$ cat config.mk
export PLATFORM = sky130hd
export DESIGN_NAME = multicycle_control
export DESIGN_NICKNAME = d
export VERILOG_FILES = /design/src/rtl/multicycle_control.sv
export SDC_FILE = /design/constraint.sdc
export NUM_CORES = 1
export LEC_CHECK = 0
export ABC_AREA = 1
export BUFFER_PORTS_ARGS = -buffer_cell sky130_fd_sc_hd__buf_2
export CORE_MARGIN = 4
export CORE_UTILIZATION = 35
export DETAILED_ROUTE_END_ITERATION = 7
export PLACE_DENSITY_LB_ADDON = 0.2
export SETUP_SLACK_MARGIN = 0.02
export SLEW_MARGIN = 20
export SYNTH_ARGS = -nofsm -noshare
export SYNTH_HDL_FRONTEND = slang
export SYNTH_SLANG_ARGS = --single-unit
$ cat constraint.sdc
create_clock -name clk -period 1.4 [get_ports clk]
set_input_delay 0.07 -clock clk [delete_from_list [all_inputs] [get_ports clk]]
set_output_delay 0.07 -clock clk [all_outputs]
set_load 0.01 [all_outputs]
$ cat src/rtl/multicycle_control.sv
// Multicycle MIPS-subset control unit: Moore FSM with Mealy pcen/irwrite.
// Optional BNE support enabled by defining MULTICYCLE_BNE_EN.
module multicycle_control (
  input  logic       clk,
  input  logic       reset,
  input  logic [5:0] op,
  input  logic [5:0] funct,
  input  logic       zero,
  input  logic       memready,
  output logic       iord,
  output logic       irwrite,
  output logic       memwrite,
  output logic       regwrite,
  output logic       regdst,
  output logic       memtoreg,
  output logic       alusrca,
  output logic       pcen,
  output logic       illegal,
  output logic [1:0] alusrcb,
  output logic [1:0] pcsrc,
  output logic [2:0] alucontrol,
  output logic [3:0] state
);

  typedef enum logic [3:0] {
    FETCH   = 4'd0,  DECODE  = 4'd1,  MEMADR = 4'd2,  MEMRD  = 4'd3,
    MEMWB   = 4'd4,  MEMWR   = 4'd5,  RTYPEEX = 4'd6, RTYPEWB = 4'd7,
    BEQEX   = 4'd8,  ADDIEX  = 4'd9,  ADDIWB = 4'd10, JEX    = 4'd11,
    BNEEX   = 4'd12
  } state_t;

  localparam logic [5:0] OP_LW   = 6'b100011;
  localparam logic [5:0] OP_SW   = 6'b101011;
  localparam logic [5:0] OP_RTYP = 6'b000000;
  localparam logic [5:0] OP_BEQ  = 6'b000100;
  localparam logic [5:0] OP_ADDI = 6'b001000;
  localparam logic [5:0] OP_J    = 6'b000010;
  localparam logic [5:0] OP_BNE  = 6'b000101;

  state_t state_q, state_d;
  logic   pcen_c, irwrite_c;

  always_ff @(posedge clk or negedge reset) begin
    if (!reset) state_q <= FETCH;
    else        state_q <= state_d;
  end

  always_comb begin
    state_d    = FETCH;
    iord       = 1'b0;
    irwrite_c  = 1'b0;
    memwrite   = 1'b0;
    regwrite   = 1'b0;
    regdst     = 1'b0;
    memtoreg   = 1'b0;
    alusrca    = 1'b0;
    pcen_c     = 1'b0;
    illegal    = 1'b0;
    alusrcb    = 2'b00;
    pcsrc      = 2'b00;
    alucontrol = 3'b010;
    case (state_q)
      FETCH: begin
        alusrcb   = 2'b01;
        irwrite_c = memready;
        pcen_c    = memready;
        state_d   = memready ? DECODE : FETCH;
      end
      DECODE: begin
        alusrcb = 2'b11;
        case (op)
          OP_LW, OP_SW: state_d = MEMADR;
          OP_RTYP:      state_d = RTYPEEX;
          OP_BEQ:       state_d = BEQEX;
          OP_ADDI:      state_d = ADDIEX;
          OP_J:         state_d = JEX;
`ifdef MULTICYCLE_BNE_EN
          OP_BNE:       state_d = BNEEX;
`endif
          default:      illegal = 1'b1;
        endcase
      end
      MEMADR, ADDIEX: begin
        alusrca = 1'b1;
        alusrcb = 2'b10;
        if (state_q == ADDIEX) state_d = ADDIWB;
        else                   state_d = (op == OP_LW) ? MEMRD : MEMWR;
      end
      MEMRD: begin
        iord    = 1'b1;
        state_d = memready ? MEMWB : MEMRD;
      end
      MEMWR: begin
        iord     = 1'b1;
        memwrite = 1'b1;
        state_d  = memready ? FETCH : MEMWR;
      end
      MEMWB: begin
        memtoreg = 1'b1;
        regwrite = 1'b1;
      end
      RTYPEEX: begin
        alusrca = 1'b1;
        state_d = RTYPEWB;
        case (funct)
          6'b100000: alucontrol = 3'b010;
          6'b100010: alucontrol = 3'b110;
          6'b100100: alucontrol = 3'b000;
          6'b100101: alucontrol = 3'b001;
          6'b101010: alucontrol = 3'b111;
          default:   illegal    = 1'b1;
        endcase
      end
      RTYPEWB: begin
        regdst   = 1'b1;
        regwrite = 1'b1;
      end
      ADDIWB:  regwrite = 1'b1;
      BEQEX, BNEEX: begin
        alusrca    = 1'b1;
        alucontrol = 3'b110;
        pcsrc      = 2'b01;
        pcen_c     = (state_q == BEQEX) ? zero : ~zero;
      end
      JEX: begin
        pcsrc  = 2'b10;
        pcen_c = 1'b1;
      end
      default: state_d = FETCH;
    endcase
  end

  // State is already FETCH during reset, but the memready-driven enables must be forced low.
  assign pcen    = pcen_c & reset;
  assign irwrite = irwrite_c & reset;
  assign state   = state_q;

endmodule

After elaboration in Yosys (flattened, before gate mapping)
Index checks and enable logic that the tools add are counted.
- bits in registers: 4
- bits of input ports: 16
- word-level logic and storage cells: 59
- equal/unequal tests: 22
- mux-type cells: 23
- bitwise operators: 3
- reduce and logical (&&, ||, !) cells: 10
- operators with widths (cell ; number):
    equality test 6 bit (second input constant) ; 7
    case mux 4 bit (6 select lines) ; 1
    equality test 4 bit (second input constant) ; 5
    case mux 4 bit (5 select lines) ; 1
    equality test 4 x 3 -> 1 bit (second input constant) ; 4
    case mux 3 bit (4 select lines) ; 1
    two-way mux 1 bit ; 11
    OR reduction 5 bit ; 2
    two-way mux 3 bit ; 3
    equality test 4 x 2 -> 1 bit (second input constant) ; 2
    OR reduction 2 bit ; 4
    equality test 6 x 2 -> 1 bit (second input constant) ; 1
    equality test 6 x 3 -> 1 bit (second input constant) ; 1
    equality test 6 x 4 -> 1 bit (second input constant) ; 1
    logical NOT 6 bit ; 1
    case mux 2 bit (3 select lines) ; 1
    case mux 3 bit (2 select lines) ; 1
    OR reduction 6 bit ; 1
    equality test 4 x 1 -> 1 bit (second input constant) ; 1
    logical NOT 4 bit ; 1
    two-way mux 4 bit ; 1
    case mux 2 bit (2 select lines) ; 1
    case mux 1 bit (3 select lines) ; 1
    OR reduction 3 bit ; 1
    other kinds (3) ; 4

Logic depth before layout (Yosys ltp)
Gate-level depths: netlist (run 1).
- word-level depth: 4
- depth in mapped cells: 8

Worst setup path before layout (run 1)
No wires, ideal clock.
- path kind: register to output
- start: register state_q[1], in the netlist state[1]
- end: output pcen
- data arrival time: 1179 ps
- path slack: 151 ps
- cell stages (with the launch flop): 6
- cell sequence: dfrtp_1 > nor2_1 > inv_1 > nor2_1 > a21oi_1 > a21oi_1
- cells in the longest elaborated chain, start to end: 4
- elaborated cells between the ends (all ways): 8
- RTL lines (element ; line ; source):
    from (decl) ; 40 ; state_t state_q, state_d;
    from (signal assigned) ; 45 ; else state_q <= state_d;
    equality test 4 bit, on equally long branches ; 62, 123 ;
    two-way mux 1 bit or OR reduction 2 bit (tied branches) ; - ;
    case mux 1 bit (3 select lines) * ; 62 ; case (state_q)
    AND 1 bit * ; 134 ; assign pcen = pcen_c & reset;
    to (decl) ; 17 ; output logic pcen,
Every way passes the cells marked *; elsewhere a longest branch is shown, timed or not.

Final worst setup path (run 1)
- start: register state_q[0], in the netlist state[0]
- end: output alucontrol[0]
- cells in the longest elaborated chain, start to end: 3
- elaborated cells between the ends (all ways): 5
- RTL lines (element ; line ; source):
    equality test 4 bit ; 62 ;
    OR reduction 2 bit ; - ;
    case mux 3 bit (2 select lines) * ; 62 ;
    to (decl) ; 21 ; output logic [2:0] alucontrol,
Marks and branches as above.

==> results of run 1 <==
-- area by class of cell --
cell class | instances | share of cell area (%)
Multi-Input combinational cell | 78 | 48.5
Timing Repair Buffer | 43 | 25.6
Sequential cell | 4 | 11.2
Inverter | 24 | 10.2
Clock buffer | 3 | 2.42
Tap cell | 16 | 2.15
-- cells in the final DEF, fill, tap and decap left out --
cell           netlist  layout
nand2_4              0       3
o31ai_1              1       1
nand4_1              3       3
nor2_2               0       2
inv_1               22      17
a21oi_1              3       3
xor2_1               1       1
clkbuf_4             0       3
nand3_1             12      12
o21ai_0              2       1
dfrtp_1              4       1
dlygate4sd3_1        0       1
buf_2                0      35
nand3_2              1       1
nand4_2              1       1
o21a_1               1       1
nand2_2              2       2
nor2_4               1       5
o21ai_2              3       3
nand2_1             22      19
clkinv_4             0       1
buf_4                0       7
dfrtp_2              0       3
o21ai_4              0       1
nor3_1               1       1
nor2_1              23      17
inv_2                2       6
nand3b_1             1       1
-- cell families after synthesis --
kind of cell    after synthesis  synth area share [%]
compound gates               10                  11.6
flops                         4                  17.5
buf+inv                      24                  15.8
simple gates                 67                  53.6
xor+xnor                      1                  1.53
-- critical path: cells and delay by family, from the launching register on --
| kind | cells | cell delay, ns |
|---|---|---|
| simple gates | 3 | 0.37 |
| flops | 1 | 0.43 |
| buf+inv | 2 | 0.27 |
| compound gates | 1 | 0.12 |
-- layer usage --
layer / vias up / track usage (%) / share of wire (%) / routed length, um
li1: 430 / - / - / -
met4: 0 / 1.38 / 0 / 0
met3: 0 / 5.21 / 7.1 / 135
met1: 358 / 18.1 / 40 / 755
met2: 27 / 23.9 / 53 / 1000
met5: - / 0 / 0 / 0
-- power by group through the flow --
stage	Clock, mW	Combinational, mW	Sequential [mW]
after floorplan	0	0.114	0.141
after global placement	0	0.204	0.138
after detailed placement	0	0.204	0.138
after CTS	0.144	0.216	0.140
after global routing	0.159	0.293	0.148
final	0.139	0.261	0.147
-- Yosys cell counts, drive strengths merged --
cell    count  area [um^2]
a21oi       3         15.0
dfrtp       4          100
inv        24         90.1
nand2      24         95.1
nand3      13         70.1
nand3b      1         7.51
nand4       4         31.3
nor2       24         97.6
nor3        1         5.00
o21a        1         7.51
o21ai       5         36.3
o31ai       1         7.51
xor2        1         8.76
-- worst paths after layout --
check                           startpoint  slack, ns       endpoint
worst max-delay path              state[0]      -0.08  alucontrol[0]
worst min-delay path                 reset       0.17       state[2]
worst max register to register    state[0]       0.16       state[1]
worst min register to register    state[3]       0.76       state[3]
max in group asynchronous            reset       1.09       state[3]
min in group clk                     op[0]       0.24       state[1]
-- stage by stage --
step                      setup WS (ns)  instance area, um^2  std cells  setup TNS, ns  hold WS (ns)
after floorplan                   0.151                  572        106              0        -0.226
after global placement            0.150                  767        157              0        -0.119
after detailed placement          0.123                  767        157              0        -0.118
after CTS                       -0.0352                  828        163        -0.0976         0.171
after global routing             -0.193                  930        168         -0.814         0.195
final                           -0.0842                  930        168         -0.189         0.172
-- repair_timing --
item | 4_1_cts | 5_1_grt
pin swaps | 1 | 2
gates resized for setup | 9 | 20
endpoints found under the hold margin | 4 | 0
setup buffers | 2 | 5
endpoints found under the setup margin | 8 | 9
cloned | 0 | 0
hold buffers | 1 | 0
==> flow_summary.toml, run 1 <==
[power]
p_seq_share_pct = 26.8
vdd_ir_drop_max_v = 0.000809
p_leak_nw = 0.587
p_per_area_nw_per_um2 = 588
power_mw = 0.547
internal_power_mw = 0.328
switching_share_pct = 40.1
p_sw_mw = 0.219
p_clk_share_pct = 25.4
power_frac_comb_pct = 47.8

[drt]
drtAntennaViolNets = 0
vias = 815
dr.first_iter.drc_count = 12
wl_um = 1890
first_pass_iters = 4
via_per_inst = 4.85
routedWlPerCell_um = 11.3
drc = 0

[clock_tree]
clk_latency_ns = 0.23
max-clock-path-buffers = 2
clk_pin_slew_worst_paths_ns = 0.04
cts_tree = "done"
cts_buffers = 3
cts-htree-levels = 1
root_buffer = "clkbuf_4"
clkSinkCount = 4

[timing]
layout_setup_ws_ns = -0.0842
final.min_clock_period_ns = 1.48
tightest_slew_ns = 0.321
setup_viol = 3
fin_crit_sh_pct = 106
slew_headroom_pct = 78.4
finalHoldViolCount = 0
fmax_ghz = 0.674
clock_skew_ns = 0.00488
rsz0062_at_grt = "true"
drv_slew = 0

[setup_path]
critPathSlowestCell = "dfrtp_1"
crit_arrival_ns = 1.41
cp.required_ns = 1.33
cp_max_fo = 5
setup.worst_path.start_class = "flop"
crit_chain = "inv_2, nand2_4, nor2_4, nand4_2, o21ai_2, buf_2"
reg2reg_depth = 7
cp-end-kind = "primary output"
crit_path_max_incr_delay_ns = 0.43
criticalPathCategory = "reg -> out"

[synthesis]
synth.distinct_cells = 19
synthesis.nets = 122
seq_area_frac_synth_pct = 17.5
syn_area_per_cell_um2 = 5.39
syn-instance-count = 106
ys_seq_elements = 4
yosysWarnings = 0
synthesis.area_um2 = 572

[grt]
grt_overflow = 0
antenna_found_initial = 0
grtUsageTotal_pct = 14.3
grt_first_pass_wirelength_um = 2840
grt_pass1_vias = 665
grt_max_degree = 8

[cells_and_area]
utilization_pct = 61.0
multiInputGateArea_um2 = 450
area_delta_synth_final_pct = 62.6
nets = 170
largest_reg_flops = 4
diodes = 0
fill_cells = 148
drive_above_1_share_pct = 48.0
register_area_um2 = 104

[place]
dp_hpwl_um = 1340
routabilityCongestion = 0.856
port_buffers = 35

[floorplanning]
rows = 14
core_um2 = 1520
num_io_pins = 36
die-area_um2 = 2340
start_util_pct = 37.5
die_height_um = 48.4
die_w_um = 48.4

[hold_path]
hold_class = "in -> async"

[job]
maxCapViolCount = 0

[run_status]
status = "complete, but fails checks"
failed_checks = "setup timing"
No activity file was read; power rests on OpenSTA's default activity.
==> run 2, diff against run 1 <==
--- a/config.mk
+++ b/config.mk
@@ -7,8 +7,12 @@
 export LEC_CHECK = 0
 export ABC_AREA = 1
 export BUFFER_PORTS_ARGS = -buffer_cell sky130_fd_sc_hd__buf_2
+export CELL_PAD_IN_SITES_DETAIL_PLACEMENT = 1
+export CELL_PAD_IN_SITES_GLOBAL_PLACEMENT = 2
+export CORE_ASPECT_RATIO = 1.4
 export CORE_MARGIN = 4
-export CORE_UTILIZATION = 35
+export CORE_UTILIZATION = 19
+export CTS_BUF_LIST = sky130_fd_sc_hd__clkbuf_8
 export DETAILED_ROUTE_END_ITERATION = 7
 export PLACE_DENSITY_LB_ADDON = 0.2
 export SETUP_SLACK_MARGIN = 0.02
==> flow_summary.toml, run 2 (same netlist as run 1, synthesis figures left out) <==
[floorplanning]
start_util_pct = 19.9
rows = 23
num_io_pins = 36
core_um2 = 2880
die_height_um = 72.9
die-area_um2 = 3960
die_w_um = 54.4

[setup_path]
cp_max_fo = 7
setup.worst_path.start_class = "flop"
reg2reg_depth = 7
crit_chain = "nand2_2, nor2_4, nand4_1, o21ai_2, buf_2"
crit_path_max_incr_delay_ns = 0.47
cp-end-kind = "primary output"
cp.required_ns = 1.33
critPathSlowestCell = "dfrtp_2"
rr_startpoint = "state[2]"
r2r_end = "state[0]"
crit_arrival_ns = 1.38
criticalPathCategory = "reg -> out"
cp.buffers_inverters = 1
cpLargestDelayFamily = "simple AND/OR/NAND/NOR gates"
r2r_slack_ns = 0.15

[drt]
vias = 846
drtAntennaViolNets = 0
dr.first_iter.drc_count = 4
via_per_inst = 4.34
drc = 0
routed-wl-met2_um = 1400
routedWlPerCell_um = 11.8
top_layer_used = "met3"
first_pass_iters = 2
drt-met1-wl_um = 832
wl_um = 2310
wl_met3_um = 68

[grt]
antenna_found_initial = 0
grt_pass1_vias = 868
grt_max_degree = 8
grt_overflow = 0
grtUsageTotal_pct = 12.0
grt_first_pass_wirelength_um = 3530

[cells_and_area]
diodes = 0
utilization_pct = 35.4
final_cell_mix = "buf_2 (35), nor2_1 (17), inv_1 (17), nand2_1 (16)"
nets = 176
drive_above_1_share_pct = 51.9
fin_cells = 195
final_common_cell = "buf_2"
area_delta_synth_final_pct = 78.3
largest_reg_flops = 4

[timing]
final.min_clock_period_ns = 1.45
drv_slew = 0
slew_headroom_pct = 78.3
clock_skew_ns = 0.000532
fmax_ghz = 0.689
finalHoldViolCount = 0
fin_tns_setup_ns = -0.0728
tightest_slew_ns = 0.323
setup_viol = 4
fin_crit_sh_pct = 104
rsz0062_at_grt = "true"
layout_setup_ws_ns = -0.0521

[place]
port_buffers = 35
dp_slack_ns = 0.0922
routabilityCongestion = 0.765
dp_cells = 178
dp_hpwl_um = 1800

[clock_tree]
max-clock-path-buffers = 2
clk_latency_ns = 0.21
cts_buffers = 3
clkSinkCount = 4
cts-htree-levels = 1
cts_tree = "done"
root_buffer = "clkbuf_8"
clk_pin_slew_worst_paths_ns = 0.03

[run_status]
status = "complete, but fails checks"
failed_checks = "setup timing"

[hold_path]
hold_class = "in -> async"

[job]
maxCapViolCount = 0

[power]
p_leak_nw = 0.619
p_per_area_nw_per_um2 = 652
vdd_ir_drop_max_v = 0.000521
[run 2: area by class of cell]
class | instances | area [um^2]
inverters | 24 | 92.6
multi-input cells | 78 | 449
well taps | 37 | 46.3
flip-flops and latches | 4 | 104
repair buffers | 49 | 287
clock buffers | 3 | 41.3
fillers | 413 | 1860
[run 2: worst max path at each step]
stage | from | to | slack [ns] | cells after the start
CTS | state[0] | illegal | -0.05 | 7
detailed placement | state[1] | pcen | 0.09 | 6
global route | state[3] | alucontrol[0] | -0.15 | 6
global placement | state[1] | pcen | 0.08 | 6
floorplan | state[1] | pcen | 0.15 | 5
finish | state[2] | alucontrol[0] | -0.05 | 5
[run 2: worst reg2reg max path: cells and delay by family (launching register included)]
kind	cells	cell delay, ns
and+or+nand+nor	3	0.40
AOI/OAI and AO/OA	1	0.05
buffers and inverters	3	0.26
DFF	1	0.47
[run 2: per-stage QoR]
stage	power, mW	area, um^2	hold slack (ns)
detailed placement	0.353	793	-0.119
finish	0.665	1020	0.195
CTS	0.629	910	0.197
floorplan	0.255	572	-0.226
global placement	0.352	793	-0.119
global route	0.716	1020	0.224
[run 2: layer usage]
metal / vias to the layer above / GRT usage [%]
met5: - / 0
met4: 0 / 4.16
met3: 0 / 2.04
met2: 17 / 22.8
met1: 392 / 12.4
li1: 437 / -
[run 2: power breakdown]
part           switching, mW  total [mW]  internal (mW)
clock                 0.0545       0.237          0.183
sequential            0.0224       0.150          0.127
combinational          0.163       0.278          0.115
total                  0.240       0.665          0.425
[run 2: timing repair]
item,4_1_cts,5_1_grt
endpoints found under the hold margin,4,0
setup buffers,5,8
gates resized for setup,14,16
pin swaps,3,3
setup endpoints to repair,9,11
hold buffers,1,0
